<file path="config.mk">
export PLATFORM = sky130hd
export DESIGN_NAME = controle_posicao_jogador2
export DESIGN_NICKNAME = d
export VERILOG_FILES = /design/src/rtl/pos_jogo_pkg.sv /design/src/rtl/controle_posicao_jogador2_debounce_botao.sv /design/src/rtl/controle_posicao_jogador2.sv
export SDC_FILE = /design/constraint.sdc
export NUM_CORES = 1
export LEC_CHECK = 0
export CORE_MARGIN = 5
export CORE_UTILIZATION = 54
export CTS_BUF_LIST = sky130_fd_sc_hd__clkbuf_4 sky130_fd_sc_hd__clkbuf_8
export CTS_CLUSTER_SIZE = 25
export DETAILED_ROUTE_END_ITERATION = 10
export PLACE_DENSITY = 0.8
export SYNTH_ARGS = -nofsm -noshare
export SYNTH_HDL_FRONTEND = slang
export SYNTH_SLANG_ARGS = --single-unit
</file>
<file path="constraint.sdc">
create_clock -name clk -period 1.9 [get_ports clk]
set_input_delay 0.38 -clock clk [delete_from_list [all_inputs] [get_ports clk]]
set_output_delay 0.38 -clock clk [all_outputs]
set_load 0.01 [all_outputs]
</file>
<file path="src/rtl/pos_jogo_pkg.sv">
// Board-wide constants shared by both player position controllers and the display.
// Defaults only; each instance may still override its own parameters.
package pos_jogo_pkg;
   localparam int N_POS           = 8;
   localparam int POS_INICIAL     = 3;
   localparam int DEBOUNCE_PADRAO = 4;
endpackage

</file>
<file path="src/rtl/controle_posicao_jogador2_debounce_botao.sv">
// One button: 2-flop synchroniser, stable-count debounce and rising-edge pulse.
// The pulse follows a clean input edge by DEBOUNCE_CYCLES+1 clocks; there is no backpressure.
module debounce_botao
   import pos_jogo_pkg::*;
#(
   parameter int DEBOUNCE_CYCLES = DEBOUNCE_PADRAO
) (
   input  logic clk,
   input  logic rst,
   input  logic botao,
   output logic pulso
);
   localparam int CW = $clog2(DEBOUNCE_CYCLES + 1);

   logic          sinc_a;
   logic          sinc;
   logic          deb;
   logic          deb_ant;
   logic [CW-1:0] cnt;

   always_ff @(posedge clk or posedge rst) begin
      if (rst) begin
         sinc_a  <= 1'b0;
         sinc    <= 1'b0;
         deb     <= 1'b0;
         deb_ant <= 1'b0;
         cnt     <= '0;
      end else begin
         sinc_a  <= botao;
         sinc    <= sinc_a;
         deb_ant <= deb;
         // Any sample agreeing with the accepted level restarts the stability count.
         if (sinc == deb) begin
            cnt <= '0;
         end else if (cnt == CW'(DEBOUNCE_CYCLES - 1)) begin
            deb <= sinc;
            cnt <= '0;
         end else begin
            cnt <= cnt + CW'(1);
         end
      end
   end

   assign pulso = deb & ~deb_ant;
endmodule

</file>
<file path="src/rtl/controle_posicao_jogador2.sv">
// Player-2 position: debounced button presses step a saturating position counter.
// Position and strobes update DEBOUNCE_CYCLES+2 clocks after a clean press; no backpressure.
module controle_posicao_jogador2
   import pos_jogo_pkg::*;
#(
   parameter int N_POS           = pos_jogo_pkg::N_POS,
   parameter int DEBOUNCE_CYCLES = DEBOUNCE_PADRAO,
   parameter int POS_INICIAL     = pos_jogo_pkg::POS_INICIAL
) (
   input  logic                       clk,
   input  logic                       rst,
   input  logic                       SinalBotao1,
   input  logic                       SinalBotao2,
   output logic [$clog2(N_POS)-1:0]   posicao,
   output logic [N_POS-1:0]           posicao_onehot,
   output logic                       movimento,
   output logic                       limite
);
   localparam int PW = $clog2(N_POS);
   localparam logic [N_POS-1:0] UM = N_POS'(1);

   logic          sobe;
   logic          desce;
   logic [PW-1:0] pos_prox;
   logic          mov_prox;
   logic          lim_prox;

   debounce_botao #(.DEBOUNCE_CYCLES(DEBOUNCE_CYCLES)) u_botao_sobe (
      .clk   (clk),
      .rst   (rst),
      .botao (SinalBotao1),
      .pulso (sobe)
   );

   debounce_botao #(.DEBOUNCE_CYCLES(DEBOUNCE_CYCLES)) u_botao_desce (
      .clk   (clk),
      .rst   (rst),
      .botao (SinalBotao2),
      .pulso (desce)
   );

   // Simultaneous requests cancel; bounds are checked before the add/subtract so nothing wraps.
   always_comb begin
      pos_prox = posicao;
      mov_prox = 1'b0;
      lim_prox = 1'b0;
      if (sobe && !desce) begin
         if (posicao == PW'(N_POS - 1)) begin
            lim_prox = 1'b1;
         end else begin
            pos_prox = posicao + PW'(1);
            mov_prox = 1'b1;
         end
      end else if (desce && !sobe) begin
         if (posicao == '0) begin
            lim_prox = 1'b1;
         end else begin
            pos_prox = posicao - PW'(1);
            mov_prox = 1'b1;
         end
      end
   end

   always_ff @(posedge clk or posedge rst) begin
      if (rst) begin
         posicao        <= PW'(POS_INICIAL);
         posicao_onehot <= UM << POS_INICIAL;
         movimento      <= 1'b0;
         limite         <= 1'b0;
      end else begin
         posicao        <= pos_prox;
         posicao_onehot <= UM << pos_prox;
         movimento      <= mov_prox;
         limite         <= lim_prox;
      end
   end
endmodule

</file>
# Word level (Yosys, flattened, before mapping)
# Index checks and enable logic that the tools add are counted.
# word_totals
out_inout_bits	13
ff_bits	27
inputBits	4
elab_cells	53
# op_classes
n_shift	1
bitwise	6
n_mux	16
n_reduce_logical	7
add_sub_neg	4
n_eq_ne	5
# ops
cell	n
two-way mux 3 bit	8
adder 3 x 1 -> 3 bit, second input constant	3
two-way mux 1 bit	8
<< shifter 1 x 3 -> 8 bit, first input constant	1
equality test 3 x 2 -> 1 bit, second input constant	2
NOT 1 bit	4
AND reduction 2 bit	2
equality test 3 bit, second input constant	1
zero test 3 bit	1
subtractor 3 x 1 -> 3 bit, second input constant	1
bitwise AND 1 bit	2
equality test 1 bit	2
logical AND 1 bit	2
zero test 1 bit	2

# Depth between registers and ports, before layout
# depth
depth_word	7
ltp_mapped	8
depth_no_buf	8

# By module
# A second synthesis with hierarchy kept.
# unflattened
hier_cells	83
area_unflattened_um2	1147.4
# by_module_without_submodules
module	seq_area_each_um2	n_inst	cells_per_inst	area_per_inst_um2
controle_posicao_jogador2	329.1	1	51	634.4
debounce_botao	175.2	2	16	256.5

# Worst setup path before layout
# Ideal clock, no wire load.
# synth_path
path_kind	reg-to-reg
startpoint	register posicao[0]
endpoint	register posicao_onehot[7]
required_ns	1.780
setup_ns	0.120
t_arrival_ns	1.618
slack_ns	0.163
path_buffers	0
period_less_slack_ns	1.737
path_stages_with_launch	9
cell_sequence	dfstp_2 -> inv_1 -> ha_1 -> nand2b_1 -> nand3_4 -> nand2_4 -> xnor2_4 -> inv_4 -> and3_1
# synth_via
elab_chain_len	5
word_cells_on_any_way	9
classes_between	add/sub: 2; eq/ne: 1; shift: 1; mux: 4; reduce/logical: 1
# synth_rtl
element	line	source
start, declared	controle_posicao_jogador2.sv:14	output logic [$clog2(N_POS)-1:0] posicao,
start signal, assigned	controle_posicao_jogador2.sv:66	posicao <= PW'(POS_INICIAL);
start signal, assigned	controle_posicao_jogador2.sv:71	posicao <= pos_prox;
subtractor 3 x 1 -> 3 bit / zero test 3 bit (equally long branches)	controle_posicao_jogador2.sv:58, controle_posicao_jogador2.sv:55	
two-way mux 3 bit	controle_posicao_jogador2.sv:55	if (posicao == '0) begin
two-way mux 3 bit	controle_posicao_jogador2.sv:54	end else if (desce && !sobe) begin
two-way mux 3 bit *	controle_posicao_jogador2.sv:47	if (sobe && !desce) begin
net pos_prox[0]	controle_posicao_jogador2.sv:24	logic [PW-1:0] pos_prox;
<< shifter 1 x 3 -> 8 bit *	controle_posicao_jogador2.sv:72	posicao_onehot <= UM << pos_prox;
end signal, assigned	controle_posicao_jogador2.sv:67	posicao_onehot <= UM << POS_INICIAL;
end signal, assigned	controle_posicao_jogador2.sv:72	
end, declared	controle_posicao_jogador2.sv:15	output logic [N_POS-1:0] posicao_onehot,
# Mark *: on every way through the listed nets, which the timed path passes. The rest lies on a longest branch.
# A chain may end at the register's enable or synchronous reset.

# Worst setup path after layout
# layout_path
startpoint	register posicao[1]
endpoint	output port posicao[1]
# No word-level cell between the ends.

==> impl_metrics.toml <==
[run_status]
status = "completed"

[critical_path]
start_kind = "flip-flop"
critPathCaptureType = "output pin"
path_class = "flip-flop to output pin"
setup.worst_path.start = "posicao[1]$_DFF_PP1_"
worstReg2RegStart = "posicao[1]$_DFF_PP1_"
crit_required_ps = 1520
critPathMaxFanout = 4
cpPeakStageDelay_ps = 580
slowest_stage = "dfstp_2"
crit_chain = "clkdlybuf4s50_1"
cp_data_arrival_time_ps = 1430
path_delay_family = "flip-flops"
crit_buf_inv = 1

[global_route]
grt_pass1_wl_mm = 3.13
grt-ovfl-total = 0
busiest_layer = "met2"
grtUsageTotal_pct = 12.9
grt_use_met1_pct = 14.8
met2_usage_pct = 22.3
first_global_vias = 715
grt_max_degree = 15
grt_use_met3_pct = 3.25
antenna_found_initial = 0

[routing]
vias = 641
viasPerCell = 4.93
routed_wl_mm = 1.73
final_antenna_net_count = 0
drt-initial-drc-count = 1
drtPass1Iterations = 3
post_drt_wl_per_cell_um = 13.3
drc = 0

[clock_network]
insertion_delay_ps = 310
cts_hold_buf = 0
clk_pin_slew_ps = 130
clock_path_buffers = 2
htreeDepth = 1
cts_setup_buffers = 0
clock-root-buffer = "clkbuf_4"
cts_tree = "done"
cts_buffers = 3
clock_sinks = 27

[timing]
setup_violations = 0
hold_violations = 0
clock_skew_ps = 3.30
whs_ps = 303
finalCriticalPeriod_ps = 1810
tns_ps = 0
fmax_mhz = 553
fin_crit_sh_pct = 95.1
tightest_slew_ps = 344
rsz0062_at_grt = "false"
maxSlewViolCount = 0
slew_headroom_pct = 77.0

[die]
io_pins = 17
core_mm2 = 0.00198
die_width_um = 55.7
die_y_um = 55.7
row_count = 16
start_util_pct = 57.0
die_area_mm2 = 0.00311

[placed_design]
portBuffers = 16
dpl.hpwl_mm = 1.41
placed_area_mm2 = 0.00135
globalplace.congestion = 0.876

[finish]
area_delta_synth_final_pct = 22.1
layout-drive-gt1-share_pct = 23.3
stdcell_area_mm2 = 0.00138
diodes = 0
final_common_cell = "dfrtp_1"
n_fill_cell = 148
final_nets = 114
utilization_pct = 69.6
layout_common_cells = "dfrtp_1, clkdlybuf4s50_1, ha_1"

[hold_path]
min_path_type = "primary input to asynchronous set/reset pin"

[logic_synthesis]
ys_seq_area_share_pct = 60.1
yosys-top-cells-area = "dfrtp_1, dfstp_2, ha_1, nand3_4, nor3_1"
synth_area_mm2 = 0.00113
yosysTopAreaCell = "dfrtp_1"
yosysWarnings = 0
synth_cell_types = 28
syn-num-nets = 90
synth_area_per_cell_um2 = 14.1
syn_inst = 80
synth_top_area_share_pct = 53.2
ys_ff_latch = 27

[power_and_ir_drop]
total_power_mw = 2.38
p_leak_nw = 0.624
max-vdd-ir-drop_uv = 1260
powerDensity_mw_per_mm2 = 1720

[flow_run]
maxCapViolations = 0
## logic make-up (layout without fill, tap and decap cells)
family,Yosys count,in the layout,share of synthesized area (%)
XOR/XNOR,3,3,3.99
buffers and inverters,6,29,2.21
multiplexers,3,3,3.99
flip-flops,27,27,60.1
AND/OR/NAND/NOR,30,30,18.3
AO/OA/AOI/OAI,5,5,4.76
adder cells (fa/ha/maj),6,6,6.64
## cell usage after synthesis
| cell | number |
|---|---|
| nor3b_1 | 4 |
| o41ai_2 | 1 |
| nor3_1 | 6 |
| nand2b_1 | 3 |
| inv_1 | 4 |
| dfrtp_1 | 24 |
| nor2_2 | 1 |
| xnor2_4 | 1 |
| nor2_1 | 1 |
| a31oi_4 | 1 |
| nor2b_1 | 2 |
| nand2_1 | 3 |
| o22ai_1 | 1 |
| dfstp_2 | 3 |
| mux2_2 | 2 |
| mux2i_4 | 1 |
| inv_4 | 1 |
| and3_1 | 4 |
| and2b_1 | 1 |
| xnor2_1 | 2 |
| nand2_4 | 1 |
| inv_2 | 1 |
| and2b_2 | 1 |
| nand3_4 | 2 |
| o21ai_1 | 1 |
| a21oi_1 | 1 |
| ha_1 | 6 |
| nand4_1 | 1 |
## timing repair
action | 4_1_cts | 5_1_grt
pin swaps | 0 | 0
endpoints found under the setup margin | 1 | 1
gates resized for setup | 1 | 1
## per-layer routing
metal,wire (µm),vias to the layer above,part of all wire (%)
met5,0,-,0
met4,12,0,0.69
met3,55,2,3.2
met2,908,8,52
met1,753,317,44
li1,-,314,-
## worst paths after layout
kind,end,cells after the start,slack [ps]
max,posicao[1],1,90
max in group asynchronous,u_botao_desce.deb$_DFFE_PP0P_,3,1140
min in group clk,u_botao_sobe.sinc$_DFF_PP0_,0,370
max reg2reg,posicao_onehot[3]$_DFF_PP1_,5,120
min,u_botao_desce.deb_ant$_DFF_PP0_,2,300
min reg2reg,u_botao_sobe.sinc$_DFF_PP0_,0,370
## where the power goes
part	internal, mW	total (mW)	switching [mW]
clock network	0.0963	0.252	0.156
logic	0.588	1.24	0.649
registers	0.789	0.888	0.0992
total	1.47	2.38	0.904
## through the flow
step                setup slack (ps)  cells
CTS                             69.1    130
global placement                 182    126
finish                          92.6    130
floorplan                        163     80
global route                    7.21    130
detailed placement               150    126
## sequential cells by signal, summed over array words and instances (netlist names)
register and cells:
limite 1, movimento 1, posicao 3, posicao_onehot 8
u_botao_desce.cnt 3, u_botao_desce.deb 1, u_botao_desce.deb_ant 1, u_botao_desce.sinc 1
u_botao_desce.sinc_a 1, u_botao_sobe.cnt 3, u_botao_sobe.deb 1, u_botao_sobe.deb_ant 1
u_botao_sobe.sinc 1, u_botao_sobe.sinc_a 1
## layout make-up
| type | instances | area, µm² | area share, % |
|---|---|---|---|
| Timing Repair Buffer | 19 | 181 | 13.1 |
| Tap cell | 27 | 33.8 | 2.45 |
| Inverter | 6 | 25.0 | 1.81 |
| Sequential cell | 27 | 679 | 49.2 |
| Clock buffer | 4 | 30.0 | 2.18 |
| Multi-Input combinational cell | 47 | 430 | 31.2 |
No activity file was read; power rests on OpenSTA's default activity.
==> patch, RTL diff (config.mk and constraints unchanged) <==
Make the reset (`rst`) synchronous in 2 clocked blocks.
--- a/src/rtl/controle_posicao_jogador2_debounce_botao.sv
+++ b/src/rtl/controle_posicao_jogador2_debounce_botao.sv
@@ -19,5 +19,5 @@
    logic [CW-1:0] cnt;
 
-   always_ff @(posedge clk or posedge rst) begin
+   always_ff @(posedge clk) begin
       if (rst) begin
          sinc_a  <= 1'b0;
--- a/src/rtl/controle_posicao_jogador2.sv
+++ b/src/rtl/controle_posicao_jogador2.sv
@@ -62,5 +62,5 @@
    end
 
-   always_ff @(posedge clk or posedge rst) begin
+   always_ff @(posedge clk) begin
       if (rst) begin
          posicao        <= PW'(POS_INICIAL);
Function: differs if rst is asserted again (counterexample within 10 cycles, from zero or initial values and one cycle with rst high); with rst held inactive, the same outputs for 10 cycles.
==> patch against the original RTL <==
  * Routed wire length is 1.7% higher
  * Area after synthesis is 4.0% lower
  * Setup slack better by 59 ps
  * Sequential cell count stayed put
  * Maximum frequency is 3.4% higher
  * Design area is 2.4% lower
  * Global-route usage is 1.6 points higher
Power is not compared: it rests on default switching activity, and its combinational part moved more than twofold at a synthesized area within 25%.
==> patch: results (changes against the original RTL) <==
| Metric | Value |
|---|---|
| Clock Pin Slew Worst Setup and Hold Paths | 140 ps |
| Result of the run | finished, final reports clean (unchanged) |
| Number of instances in the placed design | 147 (was 126) |
| Net count of the mapped netlist | 112 (was 90) |
| Share of layout cells above drive strength 1 | 0.177 (was 0.233) |
| Async set or reset register ratio after synthesis | 0 (was 1.00) |
| Number of port buffers | 16 (unchanged) |
| Worst VDD drop | 0.705 mV |
| Overall via count from detail_route | 745 (was 641) |
| Main area contributors after synthesis | dfxtp_1, ha_1, nor2b_1, nor2_1, nor4b_2 (was dfrtp_1, dfstp_2, ha_1, nand3_4, nor3_1) |
| Endpoint of the worst hold-timing path | u_botao_desce.cnt[0] |
| Count of different cell masters after synthesis | 28 (unchanged) |
| Antenna violations before repair | 0 (unchanged) |
| Transition time at the pin with the least slew margin | 412 ps (was 344 ps) |
| Clock buffer count from CTS | 3 (unchanged) |
| Cell type of the slowest stage on the worst timing path | clkdlybuf4s50_1 (was dfstp_2) |
| Initial detailed-routing violation count | 14 (was 1) |
| Source of the worst register-to-register timing path | posicao[0] (was posicao[1]) |
| Total of fill cells in the finished design | 170 (was 148) |
| Worst-path maximum fanout | 5 (was 4) |
| Post-layout net count | 137 (was 114) |
| Worst R2R Path Depth | 5 (unchanged) |
| Detailed placement HPWL | 1380 um (was 1410 um) |
| List of most frequent post-synthesis cells | dfxtp_1, nor2_1, ha_1, nor2b_1, inv_1 (was dfrtp_1, ha_1, nor3_1) |
| Critical Path AT | 1370 ps (was 1430 ps) |
| DR WL/cell | 11.6 um (was 13.3 um) |
| Post-synthesis instance total | 100 (was 80) |
| Detailed-route wire length | 1760 um (was 1730 um) |
| First-pass GRT wire length | 3150 um (was 3130 um) |
| Hold crit path type | flop to flop (was primary input to async pin) |
| Largest register by flop count | posicao_onehot (unchanged) |
| End of the worst register-to-register path | posicao_onehot[4] (was posicao_onehot[3]) |
| Reg2reg setup slack | 150 ps (was 120 ps) |
| Root buffer selected by CTS | clkbuf_4 (unchanged) |
| Proportion of synthesized chip area in sequential cells | 0.498 (was 0.601) |
| Pin count of the biggest net entering global routing | 16 (was 15) |
| Global-route usage over all layers | 0.145 (was 0.129) |
| Family with the most delay on the worst path | buffers and inverters (was flip-flops) |
| Area of combinational cells with multiple inputs | 517 um^2 (was 430 um^2) |
| Routability-driven placement congestion ratio | 0.804 (was 0.876) |
| Min Hold Slack | 436 ps (was 303 ps) |
| Worst clock skew on the final layout | 5.50 ps (was 3.30 ps) |
| Area after detailed placement | 0.00132 mm^2 (was 0.00135 mm^2) |
| Detailed-routing iteration count for the pre-antenna-repair pass | 4 (was 3) |
| Worst Hold Depth | 1 |
| Vias in the first global route | 736 (was 715) |
## patch: cell count changes in the layout (fill, tap and decap cells not counted), sizes merged, moves of 3 or more
cell,change
nor4b,+3
dfrtp,-24
nor3,-4
buf,+3
nor3b,-4
and3,-4
nor4,+5
nor2b,+6
dfxtp,+27
dfstp,-3
nor2,+10
## patch: where the power goes
part / total [uW] / internal [uW] / switching (uW) / leakage, uW
sequential: 574 / 571 / 2.17 / 0.000219
clock: 232 / 78.4 / 154 / 0.0000177
combinational: 22.5 / 11.8 / 10.7 / 0.000290
total: 829 / 662 / 167 / 0.000526
## patch: cells by family (layout without fill, tap and decap cells)
kind of cell | Yosys count | count (layout) | share of synthesized area
AOI/OAI and AO/OA | 7 | 7 | 0.0692
muxes | 2 | 2 | 0.0185
adders and majority gates | 8 | 8 | 0.0923
DFF | 27 | 27 | 0.498
buffers and inverters | 8 | 32 | 0.0277
xor gates and xnor gates | 4 | 4 | 0.0392
and+or+nand+nor | 44 | 44 | 0.255
## patch: worst max-delay path by stage
| stage | startpoint | depth (start not counted) | slack, ps | end |
|---|---|---|---|---|
| after floorplan | posicao[0] | 5 | 90 | posicao_onehot[4] |
| after global placement | posicao[0] | 5 | 240 | posicao_onehot[4] |
| after detailed placement | posicao[1] | 7 | 160 | posicao_onehot[6] |
| after CTS | posicao[0] | 7 | 120 | posicao_onehot[6] |
| after global routing | posicao[0] | 8 | 8 | posicao_onehot[1] |
| final | posicao[2] | 1 | 150 | posicao[2] |
## patch: through the flow
step,total power [uW],worst slack [ps]
after global routing,869,7.95
after detailed placement,609,158
after CTS,837,118
final,829,151
after global placement,608,244
after floorplan,598,92.8
## patch: what timing repair did
item                       4_1_cts  5_1_grt
hold buffers                     0        0
buffers inserted                 0        0
resized for setup                0        1
setup endpoints to repair        0        3
## patch: cell type report
class / instances / share of cell area
flip-flops and latches: 27 / 0.401
multi-input cells: 65 / 0.384
repair buffers: 22 / 0.152
well taps: 27 / 0.0251
clock buffers: 3 / 0.0167
inverters: 6 / 0.0167
clock inverters: 1 / 0.00372
## patch: routing by layer
layer	global-route usage	part of all wire	vias up	wire, um
met5	0	0	-	0
met4	0.0249	0.0068	0	12
met3	0.0381	0.036	2	63
met2	0.238	0.46	9	813
met1	0.192	0.49	344	869
li1	-	-	390	-
